--- config.mk ---
export PLATFORM = sky130hd
export DESIGN_NAME = gobou_net_arb
export DESIGN_NICKNAME = d
export VERILOG_FILES = /design/src/rtl/gobou_net_arb_pkg.sv /design/src/rtl/gobou_net_arb.sv
export SDC_FILE = /design/constraint.sdc
export NUM_CORES = 1
export LEC_CHECK = 0
export CORE_AREA = 2 2 63 65
export CTS_BUF_LIST = sky130_fd_sc_hd__clkbuf_4 sky130_fd_sc_hd__clkbuf_8
export DETAILED_ROUTE_END_ITERATION = 10
export DIE_AREA = 0 0 65 67
export GPL_TIMING_DRIVEN = 0
export PLACE_DENSITY = 0.82
export SYNTH_ARGS = -nofsm -noshare
export SYNTH_HDL_FRONTEND = slang
export SYNTH_SLANG_ARGS = --single-unit
--- constraint.sdc ---
create_clock -name clk -period 2.4 [get_ports clk]
set_input_delay 0.72 -clock clk [delete_from_list [all_inputs] [get_ports clk]]
set_output_delay 0.72 -clock clk [all_outputs]
set_load 0.05 [all_outputs]
--- src/rtl/gobou_net_arb_pkg.sv ---
// rtl/gobou_net_arb_pkg.sv - shared widths and owner encodings for the gobou net-parameter arbiter
package gobou_net_arb_pkg;

  localparam int NINJIN_DWIDTH     = 16;
  localparam int GOBOU_NETSIZE_DEF = 12;
  localparam int STARVE_MAX_DEF    = 15;

  // Also decoded by the core sequencer, so the values are fixed.
  typedef enum logic [1:0] {
    OWN_NONE = 2'd0,
    OWN_HOST = 2'd1,
    OWN_CORE = 2'd2
  } owner_e;

endpackage

--- src/rtl/gobou_net_arb.sv ---
// rtl/gobou_net_arb.sv - host/core arbiter in front of the gobou net-parameter RAM
module gobou_net_arb
  import gobou_net_arb_pkg::*;
#(
  parameter int DWIDTH        = NINJIN_DWIDTH,
  parameter int GOBOU_NETSIZE = GOBOU_NETSIZE_DEF,
  parameter int STARVE_MAX    = STARVE_MAX_DEF
) (
  input  logic                     clk,
  input  logic                     xrst,
  input  logic                     host_req,
  input  logic                     host_we,
  input  logic [GOBOU_NETSIZE-1:0] host_addr,
  input  logic [DWIDTH-1:0]        host_wdata,
  output logic                     host_gnt,
  output logic                     host_rvalid,
  output logic [DWIDTH-1:0]        host_rdata,
  input  logic                     core_req,
  input  logic [GOBOU_NETSIZE-1:0] core_addr,
  input  logic                     core_lock,
  output logic                     core_gnt,
  output logic                     core_rvalid,
  output logic [DWIDTH-1:0]        core_rdata,
  output logic                     mem_we,
  output logic [GOBOU_NETSIZE-1:0] mem_addr,
  output logic [DWIDTH-1:0]        mem_wdata,
  input  logic [DWIDTH-1:0]        mem_rdata
);

  localparam int            SW         = $clog2(STARVE_MAX + 1);
  localparam logic [SW-1:0] STARVE_LIM = SW'(STARVE_MAX);

  owner_e        r_last_owner;
  owner_e        r_rd_owner;
  logic [SW-1:0] r_starve_cnt;
  logic          w_host_gnt;
  logic          w_core_gnt;
  logic          w_starved;

  assign w_starved = (r_starve_cnt == STARVE_LIM);

  // Grants are suppressed during reset so no RAM access leaks out.
  always_comb begin
    w_host_gnt = 1'b0;
    w_core_gnt = 1'b0;
    if (xrst) begin
      if (host_req && core_req) begin
        if (w_starved)
          w_host_gnt = 1'b1;
        else if (core_lock && (r_last_owner == OWN_CORE))
          w_core_gnt = 1'b1;
        else if (r_last_owner == OWN_HOST)
          w_core_gnt = 1'b1;
        else
          w_host_gnt = 1'b1;
      end else begin
        w_host_gnt = host_req;
        w_core_gnt = core_req;
      end
    end
  end

  assign host_gnt = w_host_gnt;
  assign core_gnt = w_core_gnt;

  always_comb begin
    mem_we    = 1'b0;
    mem_addr  = '0;
    mem_wdata = '0;
    if (w_host_gnt) begin
      mem_we    = host_we;
      mem_addr  = host_addr;
      mem_wdata = host_wdata;
    end else if (w_core_gnt) begin
      mem_addr  = core_addr;
    end
  end

  always_ff @(posedge clk or negedge xrst) begin
    if (!xrst) begin
      r_last_owner <= OWN_HOST;
      r_rd_owner   <= OWN_NONE;
      r_starve_cnt <= '0;
    end else begin
      if (w_host_gnt)
        r_last_owner <= OWN_HOST;
      else if (w_core_gnt)
        r_last_owner <= OWN_CORE;

      if (host_req && !w_host_gnt) begin
        if (!w_starved)
          r_starve_cnt <= r_starve_cnt + 1'b1;
      end else begin
        r_starve_cnt <= '0;
      end

      // Host writes return nothing, so they leave the read path idle.
      if (w_host_gnt && !host_we)
        r_rd_owner <= OWN_HOST;
      else if (w_core_gnt)
        r_rd_owner <= OWN_CORE;
      else
        r_rd_owner <= OWN_NONE;
    end
  end

  assign host_rvalid = (r_rd_owner == OWN_HOST);
  assign core_rvalid = (r_rd_owner == OWN_CORE);
  assign host_rdata  = mem_rdata;
  assign core_rdata  = mem_rdata;

endmodule

==> results of run 1 <==
-- repair_timing --
item | 4_1_cts | 5_1_grt
buffers inserted | 8 | 3
setup endpoints to repair | 31 | 31
pin swaps | 24 | 2
cloned | 3 | 0
gates resized for setup | 273 | 9
-- critical path, delay by kind of cell --
kind | cells | cell delay (ps)
AOI/OAI and AO/OA | 1 | 260
buffers and inverters | 4 | 470
and+or+nand+nor | 3 | 460
-- stage by stage --
| stage | utilization (%) | total power [mW] | setup slack, ps | TNS [ps] | instance area, sq um |
|---|---|---|---|---|---|
| finish | 72.2 | 1.02 | -230 | -6290 | 2600 |
| global route | 72.2 | 1.06 | -282 | -7590 | 2600 |
| CTS | 70.7 | 1.01 | -251 | -6740 | 2550 |
| detailed placement | 60.9 | 0.743 | -1430 | -42530 | 2200 |
| global placement | 60.9 | 0.739 | -1420 | -42690 | 2200 |
| floorplan | - | 0.537 | -62.1 | -800 | 1040 |
-- routing by layer --
layer / vias up / part of all wire (%) / wire length (um)
met2: 71 / 59 / 2170
met4: 0 / 1.6 / 60
li1: 578 / - / -
met3: 6 / 9.5 / 351
met5: - / 0 / 0
met1: 541 / 30 / 1130
-- registers in the layout, indices dropped and copies added, names as in the netlist --
register / cells
r_last_owner: 2
r_rd_owner: 2
r_starve_cnt: 4
-- where the power goes --
part | switching, mW | internal [mW]
Clock | 0.0502 | 0.126
Sequential | 0.00833 | 0.148
Combinational | 0.351 | 0.338
-- synth_stat cells (all sizes together) --
cell type   n  share of area [%]
buf        36                 31
nor3        2                1.1
and3b       1               0.97
xnor2       1               0.97
a31oi       1               0.70
o21ai       2                1.1
and2       17                 12
inv         1               0.42
a21oi       3                1.7
dfstp       1                2.9
nor2b       3                2.1
ha          1                1.4
a211oi      1               0.83
a21o        1               0.83
nor2        7                4.7
nand3       2                1.7
nand2       3                1.3
mux2i       1                1.1
o211a       1                1.9
a22o       12                 12
dfrtp       7                 19
-- final timing paths --
kind | depth (start not counted) | slack (ps) | to | from
min in group clk | 1 | 510 | r_last_owner[0]$_DFFE_PN1P_ | r_last_owner[0]$_DFFE_PN1P_
worst min register to register | 1 | 510 | r_last_owner[0]$_DFFE_PN1P_ | r_last_owner[0]$_DFFE_PN1P_
worst max register to register | 8 | 680 | r_last_owner[1]$_DFFE_PN0P_ | r_last_owner[0]$_DFFE_PN1P_
worst min-delay path | 1 | 320 | r_starve_cnt[3]$_DFFE_PN0P_ | xrst
max in group asynchronous | 1 | 1850 | r_last_owner[0]$_DFFE_PN1P_ | xrst
worst max-delay path | 8 | -230 | mem_wdata[0] | core_lock
-- final cells by class --
| class | instances | share of cell area, % |
|---|---|---|
| tap | 48 | 2.31 |
| timing repair buffer | 124 | 53.1 |
| buffer | 36 | 11.6 |
| sequential | 8 | 7.84 |
| multi-input combinational | 59 | 23.2 |
| inverter | 1 | 0.144 |
| clock buffer | 4 | 1.87 |
-- logic make-up (layout without fill, tap and decap cells) --
kind of cell / after synthesis / count (layout)
AOI/OAI and AO/OA: 21 / 21
xor gates and xnor gates: 1 / 1
adders and majority gates: 1 / 1
buffers and inverters: 37 / 165
DFF: 8 / 8
muxes: 1 / 1
and+or+nand+nor: 35 / 35
-- cell usage in the layout, fill, tap and decap left out, types with 3 or more instances in the layout --
cell type,Yosys,routed
clkdlybuf4s50_1,0,75
buf_4,33,41
buf_8,0,28
and2_4,0,16
a22o_4,0,12
buf_6,3,10
nor2_1,6,6
dfrtp_1,7,5
clkbuf_8,0,3
==> impl_metrics.csv, run 1 <==
group,metric,value,unit
floorplanning,ios,127,
drt,drt-pass1-iter-count,3,
synth,fraction_of_synthesized_cell_area_in_xor_and_xnor_cells,0.974,%
sta,period_share,110,%
sta,final_hold_viol_count,0,
placement,hpwlAfterDp,2640,um
synth,synth_cells,104,
global_route,grt_overflow,0,
finish,syn_to_final_growth,189,%
drt,final_antenna_net_count,0,
synth,synthesis.yosys.warnings,0,
synth,synth_net_count,167,
sta,final-max-slew-violation-count,0,
clock_tree,cts_hold_repair.buffers,0,
synth,synth_cell_types,24,
critical_path,critical_path.startpoint_type,"input port",
critical_path,crit_end_element,"output port",
global_route,grt_antenna_before_repair,0,
finish,nets,296,
drt,overall_via_count_from_detail_route,1196,
placement,count_of_buffers_inserted_at_the_top_level_ports,110,
clock_tree,ctsLongestPathBuffers,2,
clock_tree,clk_pin_slew,40,ps
floorplanning,die_y,67,um
finish,finish.cell_count_without_fillers,280,
synth,synth.area.mux_share,1.11,%
critical_path,worstPathMaxFanout,4,
finish,regArea,204,sq um
drt,remaining_drc_errors,0,
critical_path,timing.critical_path.cells,"buf_6 -> and3b_2 -> o211a_4 -> nor2_8 -> buf_12 -> buf_8 -> and2_4 -> buf_8",
sta,finalHoldWorstSlack,324,ps
finish,antenna-diode-count,0,
clock_tree,cts.sink_count,8,
synth,synth_compound_area_share,18.8,%
floorplanning,fp.dieW,65,um
sta,slew-limit-headroom,65.2,%
floorplanning,die_area,4360,sq um
finish,fillerInstances,253,
power_and_ir_drop,power_density_over_cell_area,392,nW/um^2
global_route,grt_most_used_layer,"met2",
hold_path,worst_hold_path_type,"input port to asynchronous set/reset pin",
run_status,failed_checks,"setup timing",
drt,vias_per_cell,4.27,
floorplanning,core-area,3610,sq um
floorplanning,initial_utilization,24.9,%
global_route,grt_pass1_wl,5230,um
synth,flops_latches_synth,8,
critical_path,path_common_cell,"buf_8",
clock_tree,cts-buffers-inserted,3,
drt,routedWlPerCell,13.3,um
clock_tree,clock_tree.htree_level_count,1,
global_route,use_met2,31.3,%
clock_tree,clockRootBuffer,"clkbuf_8",
power_and_ir_drop,vdd.ir_drop.worst,202,uV
synth,synth-adder-area-share,1.39,%
placement,placed_cells_incl_taps,262,
global_route,global_route.usage.met1,14.8,%
placement,globalplace.congestion,0.725,
power_and_ir_drop,static-leakage-power,1.20,nW
critical_path,critPathMaxStageDelay,260,ps
synth,synthesis.area,900,sq um
synth,synth.yosys.seq_area_share,22.4,%
sta,max_clock_freq,0.380,GHz
synth,largest_family_of_logic_cells_by_synthesized_area,"buffers and inverters",
critical_path,crit_slowest_cell,"o211a_4",
global_route,gr-usage-met3,4.22,%
global_route,grt_max_degree,13,
drt,wirelength,3710,um
critical_path,timing_worst_setup_path_type,"input port to output port",
global_route,first_global_vias,1170,
floorplanning,row_count,22,
clock_tree,clk-insertion-delay-late,220,ps
sta,post-route-worst-setup-slack,-230,ps
run_status,status,"complete, but fails checks",
drt,initialDrtViolationCount,19,
synth,avgSynthCellArea,8.65,sq um
synth,synth_simple_gate_area_share,23.6,%
sta,fin_skew,2.74,ps
sta,pin_slew_with_the_least_headroom_to_its_limit,521,ps
sta,period_minus_slack,2630,ps
critical_path,critPathArrivalTime,1910,ps
sta,rsz0062_at_grt,"yes",
clock_tree,cts_tree,"built",
global_route,grtUsageTotal,15.5,%
finish,multiInputGateArea,603,sq um
sta,setup_viol,30,
job,maxCapViolations,0,
critical_path,crit_required,1680,ps
finish,final_layout_size_suffix_gt1_share,55.6,%
Note: power is estimated with default switching activity, not from simulation.
==> run 2, diff against run 1 <==
--- a/config.mk
+++ b/config.mk
@@ -6,4 +6,5 @@
 export NUM_CORES = 1
 export LEC_CHECK = 0
+export CAP_MARGIN = 30
 export CORE_AREA = 2 2 63 65
 export CTS_BUF_LIST = sky130_fd_sc_hd__clkbuf_4 sky130_fd_sc_hd__clkbuf_8
==> constraint.sdc (replaced) <==
create_clock -name clk -period 2.4 [get_ports clk]
set_input_delay 0.48 -clock clk [delete_from_list [all_inputs] [get_ports clk]]
set_output_delay 0.48 -clock clk [all_outputs]
set_load 0.05 [all_outputs]
==> run 2 against run 1 <==
Compared with the run above:
- routed wire length down 13%
- the run now ends clean
- sequential cell count unchanged
- die area stayed put
- critical path type is now flop to output port
==> impl_metrics.csv, run 2 (same netlist as run 1, synthesis figures left out) <==
group,metric,value,unit
finish,nets,287,
drt,final_antenna_net_count,0,
drt,wirelength,3250,um
job,maxCapViolations,0,
critical_path,path_delay_family,"flip-flops",
clock_tree,cts-buffers-inserted,3,
floorplanning,initial_utilization,24.9,%
clock_tree,ctsLongestPathBuffers,2,
placement,count_of_buffers_inserted_at_the_top_level_ports,110,
clock_tree,clk_pin_slew,40,ps
drt,overall_via_count_from_detail_route,1151,
finish,antenna-diode-count,0,
power_and_ir_drop,static-leakage-power,1.02,nW
finish,regArea,201,sq um
clock_tree,clk-insertion-delay-late,230,ps
placement,placed_cells_incl_taps,262,
global_route,first_global_vias,1072,
sta,period_share,97.2,%
power_and_ir_drop,power_density_over_cell_area,417,nW/um^2
drt,vias_per_cell,4.25,
finish,reg_top3,"r_starve_cnt (4), r_last_owner (2), r_rd_owner (2)",
critical_path,worstPathMaxFanout,7,
finish,multiInputGateArea,444,sq um
finish,layout.cells.most_common_list,"clkdlybuf4s50_1, buf_4, buf_6, and2_1, a22o_1",
sta,final-max-slew-violation-count,0,
placement,place_ws,-1040,ps
global_route,grt_antenna_before_repair,0,
sta,fin_skew,5.38,ps
critical_path,path_common_cell,"buf_6",
critical_path,crit_slowest_cell,"dfstp_2",
run_status,status,"finished, final reports clean",
critical_path,timing_worst_setup_path_type,"flop to output port",
global_route,grt_max_degree,13,
placement,hpwlAfterDp,2570,um
sta,rsz0062_at_grt,"yes",
critical_path,critical_path.startpoint_type,"flop",
drt,routedWlPerCell,12.0,um
critical_path,crit_end_element,"output port",
global_route,grtUsageTotal,13.8,%
power_and_ir_drop,vdd.ir_drop.worst,148,uV
hold_path,worst_hold_path_type,"input port to asynchronous set/reset pin",
critical_path,critPathMaxStageDelay,520,ps
critical_path,crit_required,1920,ps
floorplanning,core-area,3610,sq um
clock_tree,clock_tree.htree_level_count,1,
critical_path,critPathArrivalTime,1850,ps
finish,syn_to_final_growth,140,%
sta,slew-limit-headroom,66.4,%
clock_tree,cts_tree,"built",
sta,max_clock_freq,0.428,GHz
global_route,grt_overflow,0,
floorplanning,die_y,67,um
finish,fillerInstances,308,
finish,final_layout_size_suffix_gt1_share,39.0,%
critical_path,timing.critical_path.cells,"and3b_2 -> o211a_4 -> nor2_8 -> buf_6 -> a22o_1 -> buf_6",
drt,remaining_drc_errors,0,
finish,finish.cell_count_without_fillers,271,
drt,initialDrtViolationCount,20,
sta,final_hold_viol_count,0,
finish,largest_register_ff_count,4,
drt,drt-pass1-iter-count,4,
floorplanning,die_area,4360,sq um
floorplanning,fp.dieW,65,um
placement,globalplace.congestion,0.694,
sta,post-route-worst-setup-slack,66.2,ps
finish,largest_register,"r_starve_cnt",
floorplanning,ios,127,
clock_tree,clockRootBuffer,"clkbuf_8",
critical_path,critical_path_buf_inv_count,2,
clock_tree,cts.sink_count,8,
floorplanning,row_count,22,
global_route,grt_pass1_wl,4660,um
finish,most_frequent_standard_cell_in_the_layout_excluding_fill_and_tap_cells,"clkdlybuf4s50_1",
sta,pin_slew_with_the_least_headroom_to_its_limit,503,ps
sta,period_minus_slack,2330,ps
sta,setup_viol,0,
## run 2: cell count changes in the layout (fill, tap and decap cells not counted), moves of 2 or more
cell and change:
a22o_1 +12, buf_6 +11, and2_1 +17, buf_4 +6, buf_8 -28, and2_4 -16, buf_2 +3, a22o_4 -12
buf_12 -2, dfrtp_2 -2, dfrtp_1 +2
## run 2: what timing repair did
item / CTS / global route
resized for setup: 211 / 5
gates cloned: 3 / 0
setup buffers: 2 / 0
hold buffers: 0 / 0
pin swaps: 6 / 0
endpoints found under the setup margin: 31 / 27
## run 2: cell type report
type	count	share of cell area, %
inverters	1	0.174
clock buffers	4	2.26
well taps	48	2.78
repair buffers	115	51.7
multi-input cells	59	20.6
flip-flops and latches	8	9.32
plain buffers	36	13.2
## run 2: path summary, 6_finish.rpt
path | startpoint | end | slack, ps | depth (start not counted)
max in group asynchronous | xrst | r_last_owner[0]$_DFFE_PN1P_ | 1900 | 1
worst min register to register | r_last_owner[0]$_DFFE_PN1P_ | r_last_owner[0]$_DFFE_PN1P_ | 510 | 1
worst max register to register | r_last_owner[0]$_DFFE_PN1P_ | r_starve_cnt[2]$_DFFE_PN0P_ | 790 | 5
worst max-delay path | r_last_owner[0]$_DFFE_PN1P_ | mem_addr[7] | 70 | 6
min in group clk | r_last_owner[0]$_DFFE_PN1P_ | r_last_owner[0]$_DFFE_PN1P_ | 510 | 1
worst min-delay path | xrst | r_rd_owner[0]$_DFF_PN0_ | 220 | 1
## run 2: stage by stage
stage	util [%]	area, sq um	hold WS (ps)	setup TNS [ps]	power, mW
2_1_floorplan	-	900	184	0	0.502
3_3_place_gp	57.1	2060	497	-27750	0.702
3_5_place_dp	57.1	2060	508	-28160	0.707
4_1_cts	59.4	2140	216	0	0.908
5_1_grt	59.9	2160	235	-6.25	0.941
6_report	59.9	2160	220	0	0.902
## run 2: report_power, final
part	leakage, nW	switching [mW]	internal (mW)
Combinational	0.886	0.319	0.248
Clock	0.0262	0.0539	0.126
Sequential	0.104	0.00720	0.148
## run 2: routing by layer
layer	track usage, %	share of wire, %	vias to the layer above
met2	25.1	55	69
met4	6.12	1.6	0
met5	0	0	-
li1	-	-	560
met1	14.1	32	515
met3	5.07	11	7
